==> config.mk <==
export PLATFORM = sky130hd
export DESIGN_NAME = uart_tx_framer
export DESIGN_NICKNAME = d
export VERILOG_FILES = /design/src/rtl/uart_tx_framer_pkg.sv /design/src/rtl/parity_calc.sv /design/src/rtl/uart_tx_framer.sv
export SDC_FILE = /design/constraint.sdc
export NUM_CORES = 1
export LEC_CHECK = 0
export ABC_AREA = 1
export CAP_MARGIN = 20
export CORE_ASPECT_RATIO = 0.7
export CORE_UTILIZATION = 27
export CTS_BUF_LIST = sky130_fd_sc_hd__clkbuf_8
export DETAILED_ROUTE_END_ITERATION = 6
export PLACE_DENSITY = 0.55
export SLEW_MARGIN = 0
export SYNTH_ARGS = -nofsm -noshare
export SYNTH_HDL_FRONTEND = slang
export SYNTH_SLANG_ARGS = --single-unit
export TNS_END_PERCENT = 5
==> constraint.sdc <==
create_clock -name CLK -period 1.95 [get_ports CLK]
set_clock_uncertainty 0.15 [all_clocks]
set_input_delay 0.2925 -clock CLK [delete_from_list [all_inputs] [get_ports CLK]]
set_output_delay 0.2925 -clock CLK [all_outputs]
set_load 0.01 [all_outputs]
==> src/rtl/uart_tx_framer_pkg.sv <==
// uart_tx_framer_pkg: shared UART constants for the transmit framer and receive checker.
package uart_tx_framer_pkg;
    typedef logic [2:0] state_t;
    localparam logic [2:0] S_IDLE   = 3'd0;
    localparam logic [2:0] S_START  = 3'd1;
    localparam logic [2:0] S_DATA   = 3'd2;
    localparam logic [2:0] S_PARITY = 3'd3;
    localparam logic [2:0] S_STOP   = 3'd4;
    localparam logic PAR_EVEN = 1'b0;
    localparam logic PAR_ODD  = 1'b1;
endpackage

==> src/rtl/parity_calc.sv <==
// parity_calc: parity bit for a payload, even or odd as selected by typ_i.
module parity_calc
    import uart_tx_framer_pkg::*;
#(
    parameter int DATA_WIDTH = 8
) (
    input  logic [DATA_WIDTH-1:0] data_i,
    input  logic                  typ_i,
    output logic                  par_o
);
    assign par_o = (^data_i) ^ (typ_i == PAR_ODD);
endmodule

==> src/rtl/uart_tx_framer.sv <==
// uart_tx_framer: serialises a latched payload as START, LSB-first data, optional parity, STOP.
module uart_tx_framer
    import uart_tx_framer_pkg::*;
#(
    parameter int   DATA_WIDTH     = 8,
    parameter logic STOP_BIT_VALUE = 1'b1,
    parameter logic IDLE_LEVEL     = 1'b1
) (
    input  logic                  CLK,
    input  logic                  RST,
    input  logic [DATA_WIDTH-1:0] P_DATA,
    input  logic                  DATA_VALID,
    input  logic                  PAR_EN,
    input  logic                  PAR_TYP,
    output logic                  TX_OUT,
    output logic                  BUSY
);
    localparam int CW = DATA_WIDTH > 1 ? $clog2(DATA_WIDTH) : 1;
    localparam logic [CW-1:0] LAST = CW'(DATA_WIDTH - 1);

    state_t                  state_q, state_d;
    logic [CW-1:0]           cnt_q, cnt_d;
    logic [DATA_WIDTH-1:0]   data_q, data_d;
    logic                    pen_q, pen_d, ptyp_q, ptyp_d;
    logic                    tx_q, tx_d, busy_q, par;

    parity_calc #(.DATA_WIDTH(DATA_WIDTH)) u_par (
        .data_i(data_q),
        .typ_i (ptyp_q),
        .par_o (par)
    );

    always_comb begin
        state_d = state_q;
        cnt_d   = cnt_q;
        data_d  = data_q;
        pen_d   = pen_q;
        ptyp_d  = ptyp_q;
        case (state_q)
            S_IDLE: if (DATA_VALID) begin
                state_d = S_START;
                data_d  = P_DATA;
                pen_d   = PAR_EN;
                ptyp_d  = PAR_TYP;
            end
            S_START: state_d = S_DATA;
            S_DATA: if (cnt_q == LAST) begin
                state_d = pen_q ? S_PARITY : S_STOP;
                cnt_d   = '0;
            end else begin
                cnt_d = cnt_q + 1'b1;
            end
            S_PARITY: state_d = S_STOP;
            default: state_d = S_IDLE;
        endcase
        // TX_OUT is registered, so it is decoded from the state being entered
        tx_d = state_d == S_START  ? 1'b0 :
               state_d == S_DATA   ? data_d[cnt_d] :
               state_d == S_PARITY ? par :
               state_d == S_STOP   ? STOP_BIT_VALUE : IDLE_LEVEL;
    end

    always_ff @(posedge CLK or negedge RST) begin
        if (!RST) begin
            state_q <= S_IDLE;
            cnt_q   <= '0;
            data_q  <= '0;
            pen_q   <= 1'b0;
            ptyp_q  <= 1'b0;
            tx_q    <= IDLE_LEVEL;
            busy_q  <= 1'b0;
        end else begin
            state_q <= state_d;
            cnt_q   <= cnt_d;
            data_q  <= data_d;
            pen_q   <= pen_d;
            ptyp_q  <= ptyp_d;
            tx_q    <= tx_d;
            busy_q  <= state_d != S_IDLE;
        end
    end

    assign TX_OUT = tx_q;
    assign BUSY   = busy_q;
endmodule

-- After elaboration in Yosys (flattened, before gate mapping)
Index checks and enable logic that the tools add are counted.
- mux-type cells: 13
- order comparisons: 1
- bitwise gates (word level): 1
- add/sub/neg operators: 1
- reductions and logical operators: 4
- equal/unequal tests: 7
- operators by type and width (operator ; number):
    $mux W8 ; 2
    $mux W3 ; 5
    $eq A3 B2 Y1 const B ; 4
    $pmux W3 S4 ; 1
    $reduce_xor A8 Y1 ; 1
    $eq A3 B1 Y1 const B ; 2
    $lt A3 B4 Y1 const B ; 1
    $mux W1 ; 4
    $add A3 B1 Y3 const B ; 1
    $bmux W1 S3 ; 1
    $eq A3 B3 Y1 const B ; 1
    $logic_not A3 Y1 ; 1
    $reduce_bool A3 Y1 ; 1
    $reduce_and A2 Y1 ; 1
    $xor A1 B1 Y1 ; 1
- bits of input ports: 13
- output and inout port bits: 2
- register bits after elaboration: 18

-- Depth between registers and ports, before layout
- word-level depth: 7
- gate-level depth with buffers: 13

-- Hierarchy
From an unflattened synthesis, not the netlist that was laid out.
- cell total of the unflattened synthesis: 167
- area, all modules: 1163.6 um^2
- modules (own cells, without submodules) (module ; instances ; cells each ; area an instance (um^2)):
    uart_tx_framer ; 1 ; 129 ; 999.7
    parity_calc ; 1 ; 38 ; 163.9

-- Least setup slack after synthesis
Ideal clock, no wire load.
- path type: register -> register
- start: register cnt_q[0]
- end: register tx_q, in the netlist TX_OUT
- setup slack: 219 ps
- cell stages (with the launch flop): 13
- arrival: 1506 ps
- clock period less this slack: 1731 ps
- data required time: 1725 ps
- buffers on the path: 0
- cell sequence: dfrtp_1 > ha_1 > ha_1 > nor2_1 > nand3_1 > nand2_1 > nand3_1 > nand3_1 > nand2_1 > nand2_1 > nand3_1 > nand2_1 > nand2_1
- cells in the longest elaborated chain, start to end: 7
- RTL lines (item ; line ; RTL):
    start, declared ; uart_tx_framer.sv:22 ; logic [CW-1:0] cnt_q, cnt_d;
    start signal, assigned ; uart_tx_framer.sv:74 ; cnt_q <= cnt_d;
    $add A3 B1 Y3 / $eq A3 B3 Y1 (equally long branches) ; uart_tx_framer.sv:51, uart_tx_framer.sv:47 ;
    $mux W3 ; uart_tx_framer.sv:47 ; S_DATA: if (cnt_q == LAST) begin
    $mux W3 * ; uart_tx_framer.sv:39 ; case (state_q)
    via cnt_d[0] ; uart_tx_framer.sv:22 ;
    $bmux W1 S3 * ; uart_tx_framer.sv:58 ; state_d == S_DATA ? data_d[cnt_d] :
    $mux W1 (not written as such) * ; uart_tx_framer.sv:58 ;
    $mux W1 * ; uart_tx_framer.sv:58 ;
    $mux W1 * ; uart_tx_framer.sv:57 ; tx_d = state_d == S_START ? 1'b0 :
    via tx_d ; uart_tx_framer.sv:25 ; logic tx_q, tx_d, busy_q, par;
    end signal, assigned ; uart_tx_framer.sv:78 ; tx_q <= tx_d;
    end, declared ; uart_tx_framer.sv:25 ;
The timed path passes the listed nets; every way through them passes the cells marked *. The select of a mux whose other input is x is not followed.
A chain may end at the register's enable or synchronous reset.

-- Worst setup path in the final report
Ends and elaborated chain as after synthesis.

==> results <==
- The flow ran to the end, and the final reports show no timing, DRC or antenna violations.
- The type of element launching the critical path is a register.
- The smallest clock period supported by the final layout is computed as 1.799 ns.
- For this design the static power due to leakage is 0.0007557 uW.
- The final routed wire length divided by cell count is 10.45 microns.
- The remaining global-route overflow is 0.
- The final total negative setup slack is 0 ns.
- Headroom to the max-slew limit came out at 0.7524.
- Measured along the x axis, the die boundary spans 77.28 microns.
- The synthesized area divided by synthesized cell count is 7.188 sq um.
- The part of the cycle the worst path needs is 0.9225.
- The clock power share is 0.127.
- In this design, the stage delay of the slowest critical-path cell is 0.39 ns.
- The count of buffer and inverter cells on the critical path is 0.
- Data on the critical path is required at its endpoint by 1.99 ns.
- The DRC marker count from the first detailed-route iteration is 54.
- The critical path goes through ha_1 > ha_2 > nor2_1 > nand3_1 > nand2_2 > nand3_2 > nand3_1 > nand2_1 > nand2_1 > nand3_1 > nand2_1 > nand2_1.
- The count of port buffers added during placement is 14.
- The highest clock rate is 0.5559 GHz.
- The final-stage net count is 189.
- The number of setup violations in the final report is 0.
- The first TritonRoute pass finished after 4 iterations.
- Counting flops and latches in the post-synthesis netlist gives 18.
- Clock tree synthesis selected as its root buffer the cell clkbuf_8.
- Setup repair after global routing left no endpoint under its margin.
- The number of buffers inserted for hold repair after clock tree synthesis is 0.
- In this run, CTS created clock tree buffers numbering 3.
- The worst hold-check path type is input port to async pin.
- Cell internal power was estimated by the tool at 1341 uW.
- Once detail routing completed, the nets flagged for antenna violations numbered 0.
- For this block, the routed nets add up to 2330 microns of wire.
- The placeable core area is 3649 sq um.
- The number of warnings issued by yosys is 0.
- The count of antenna diodes in the layout is 0.
- Yosys mapped the design onto 24 distinct sky130hd cell types.
- The via count of the first global-routing pass was 884.
- The cell with the most instances on the worst path is nand2_1.
- The count of endpoints failing hold in the final timing report came to 0.
- The switching part of the total is 0.4467.
- At the end of routability-driven placement, the weighted congestion stood at 0.8068.
- The post-synth design cell area is 1071 sq um.
- The starting density of the core is 0.2936.
- The clock insertion delay at the later pin of the skew report is 0.25 ns.
- The tool flagged a number of max-cap violations equal to 0.
- The die is 54.70 microns tall.
- After detailed routing, the number of remaining DRC violations is 0.
- In this run the power spent charging and discharging nets is 1082 uW.
- The maximum net fanout on the critical path is 5.
- The first global-routing pass estimated 3981 microns of wire.
- Detailed routing inserted a total of 923 vias.
- The CTS tree is yes.
- The kind of cell with the highest combined delay along the critical path is simple AND/OR/NAND/NOR gates.
- The cell with the largest stage delay on the worst path is dfrtp_1.
- The number of cells produced by synthesis is 149.
- The floorplan step defined a die boundary enclosing 4227 sq um.
- The total nets after synthesis is 164.
- VDD sags by at most 0.0004666 V.
- The power per unit of standard cell area is 1743 nW/um^2.
- The data arrival time of the critical path is 1.84 ns.
- The number of sinks handled by clock tree synthesis is 18.
- The number of placed I/O pins is 15.
- The share of the Yosys chip area taken by registers is 0.4217.
- After floorplanning, the core was divided into 18 placement rows.
- The critical path class is register to register.
- Across every metal layer, demand over resource in global routing totals 0.1282.
- The maximum buffer depth of the clock tree is 2.
- The area growth from synthesis to final layout is 29.79%.
- The number of antenna violations at the first check in global routing was 0.
- STA classifies the critical path endpoint as a register.
- The number of slew-limit violations in the final report is 0.
- Dividing the detail-routed via count by the number of cells gives 4.139.
- The post-layout utilization of the core is 0.3810.
- The slew at the pin with the worst max-slew slack is 0.3702 ns.
- The share of power burned in registers is 0.288.
- Of the cells placed in the final design, the portion with a size suffix greater than 1 is 0.1329.
- For flop-to-flop paths, the worst setup slack is 0.15 ns.
- The relative contribution of combinational cells to total power is 0.585.
- The CTS H-tree depth is 1.
- The clock transition at the register clock pins on the worst setup and hold paths after CTS is 0.07 ns.
- The largest net degree at the start of global routing is 19.
- Summed over all nets, the half-perimeter wirelength after detailed placement is 1835 microns.
[path summary, 6_finish.rpt]
path | cells after the start | to | from
max | 12 | TX_OUT | cnt_q[0]
min | 2 | data_q[6] | RST
max reg2reg | 12 | TX_OUT | cnt_q[0]
min reg2reg | 2 | pen_q | pen_q
max in group asynchronous | 2 | TX_OUT | RST
min in group CLK | 2 | pen_q | pen_q
[sequential cells by signal, summed over array words and instances (netlist names)]
register	count
cnt_q	3
BUSY	1
state_q	3
pen_q	1
ptyp_q	1
TX_OUT	1
data_q	8
[cells in the final DEF, fill, tap and decap left out, drive strengths merged]
| cell type | n |
|---|---|
| a21oi | 1 |
| buf | 8 |
| clkbuf | 4 |
| clkdlybuf4s50 | 14 |
| dfrtp | 17 |
| dfstp | 1 |
| ha | 2 |
| inv | 36 |
| nand2 | 52 |
| nand2b | 1 |
| nand3 | 11 |
| nand3b | 1 |
| nand4 | 5 |
| nor2 | 5 |
| o211ai | 1 |
| o21a | 1 |
| o21ai | 8 |
| xnor2 | 2 |
| xor2 | 3 |
[repair_timing]
action                     CTS  global route
gates resized for setup      0             5
setup endpoints to repair    0             1
buffers inserted             0             1
[final cells by class]
cell class	instances	area [sq um]
flip-flops and latches	18	451.7
inverters	36	135.1
multi-input cells	93	485.5
fillers	385	2258
well taps	50	62.56
repair buffers	22	200.2
clock buffers	4	55.05
[per-stage QoR]
step                      cells  setup WS, ns  hold WS (ns)  instance area (sq um)  total power (uW)
after global placement      218       0.01885        0.3708                   1310              2034
after floorplan             149        0.2188       -0.1531                   1071              1671
after detailed placement    218      -0.01176        0.3766                   1310              2048
final                       223        0.1512        0.2217                   1390              2423
after CTS                   222       0.05477        0.2327                   1365              2369
after global routing        223    0.00004885        0.2623                   1390              2677
[cells by family (layout without fill, tap and decap cells)]
family,after synthesis,in the layout,share of synthesized area
AOI/OAI and AO/OA,11,11,0.06308
buffers and inverters,38,62,0.1414
adders and majority gates,2,2,0.02336
DFF,18,18,0.4217
xor gates and xnor gates,5,5,0.04090
and+or+nand+nor,75,75,0.3096
[synth_stat cells]
cell | n | share of area
nand3b_1 | 1 | 0.0070
o21ai_0 | 5 | 0.023
ha_1 | 2 | 0.023
inv_1 | 35 | 0.12
o211ai_1 | 1 | 0.0070
o21ai_2 | 2 | 0.016
a21oi_1 | 1 | 0.0047
nor2_1 | 4 | 0.014
nand3_1 | 10 | 0.047
dfstp_2 | 1 | 0.025
nor2_2 | 1 | 0.0058
nand3_4 | 1 | 0.016
buf_2 | 1 | 0.0047
inv_2 | 1 | 0.0035
nand2_2 | 1 | 0.0058
nand2_1 | 51 | 0.18
xor2_1 | 3 | 0.025
xnor2_1 | 2 | 0.016
o21a_1 | 1 | 0.0070
nand4_1 | 5 | 0.029
o21ai_1 | 1 | 0.0047
dfrtp_1 | 17 | 0.40
nand2b_1 | 1 | 0.0058
buf_6 | 1 | 0.011
[layer usage]
| layer | vias up | GRT usage | part of all wire |
|---|---|---|---|
| met1 | 403 | 0.1613 | 0.52 |
| met5 | - | 0 | 0 |
| met4 | 0 | 0.05660 | 0.0043 |
| met2 | 21 | 0.2094 | 0.42 |
| li1 | 497 | - | - |
| met3 | 2 | 0.03667 | 0.056 |
[power groups by stage]
stage | logic (uW) | clock network (uW) | registers, uW
3_3_place_gp | 1340 | 0 | 696
2_1_floorplan | 988 | 0 | 683
6_report | 1420 | 308 | 698
4_1_cts | 1360 | 319 | 691
5_1_grt | 1620 | 332 | 726
3_5_place_dp | 1350 | 0 | 699
Note: power is estimated with default switching activity, not from simulation.
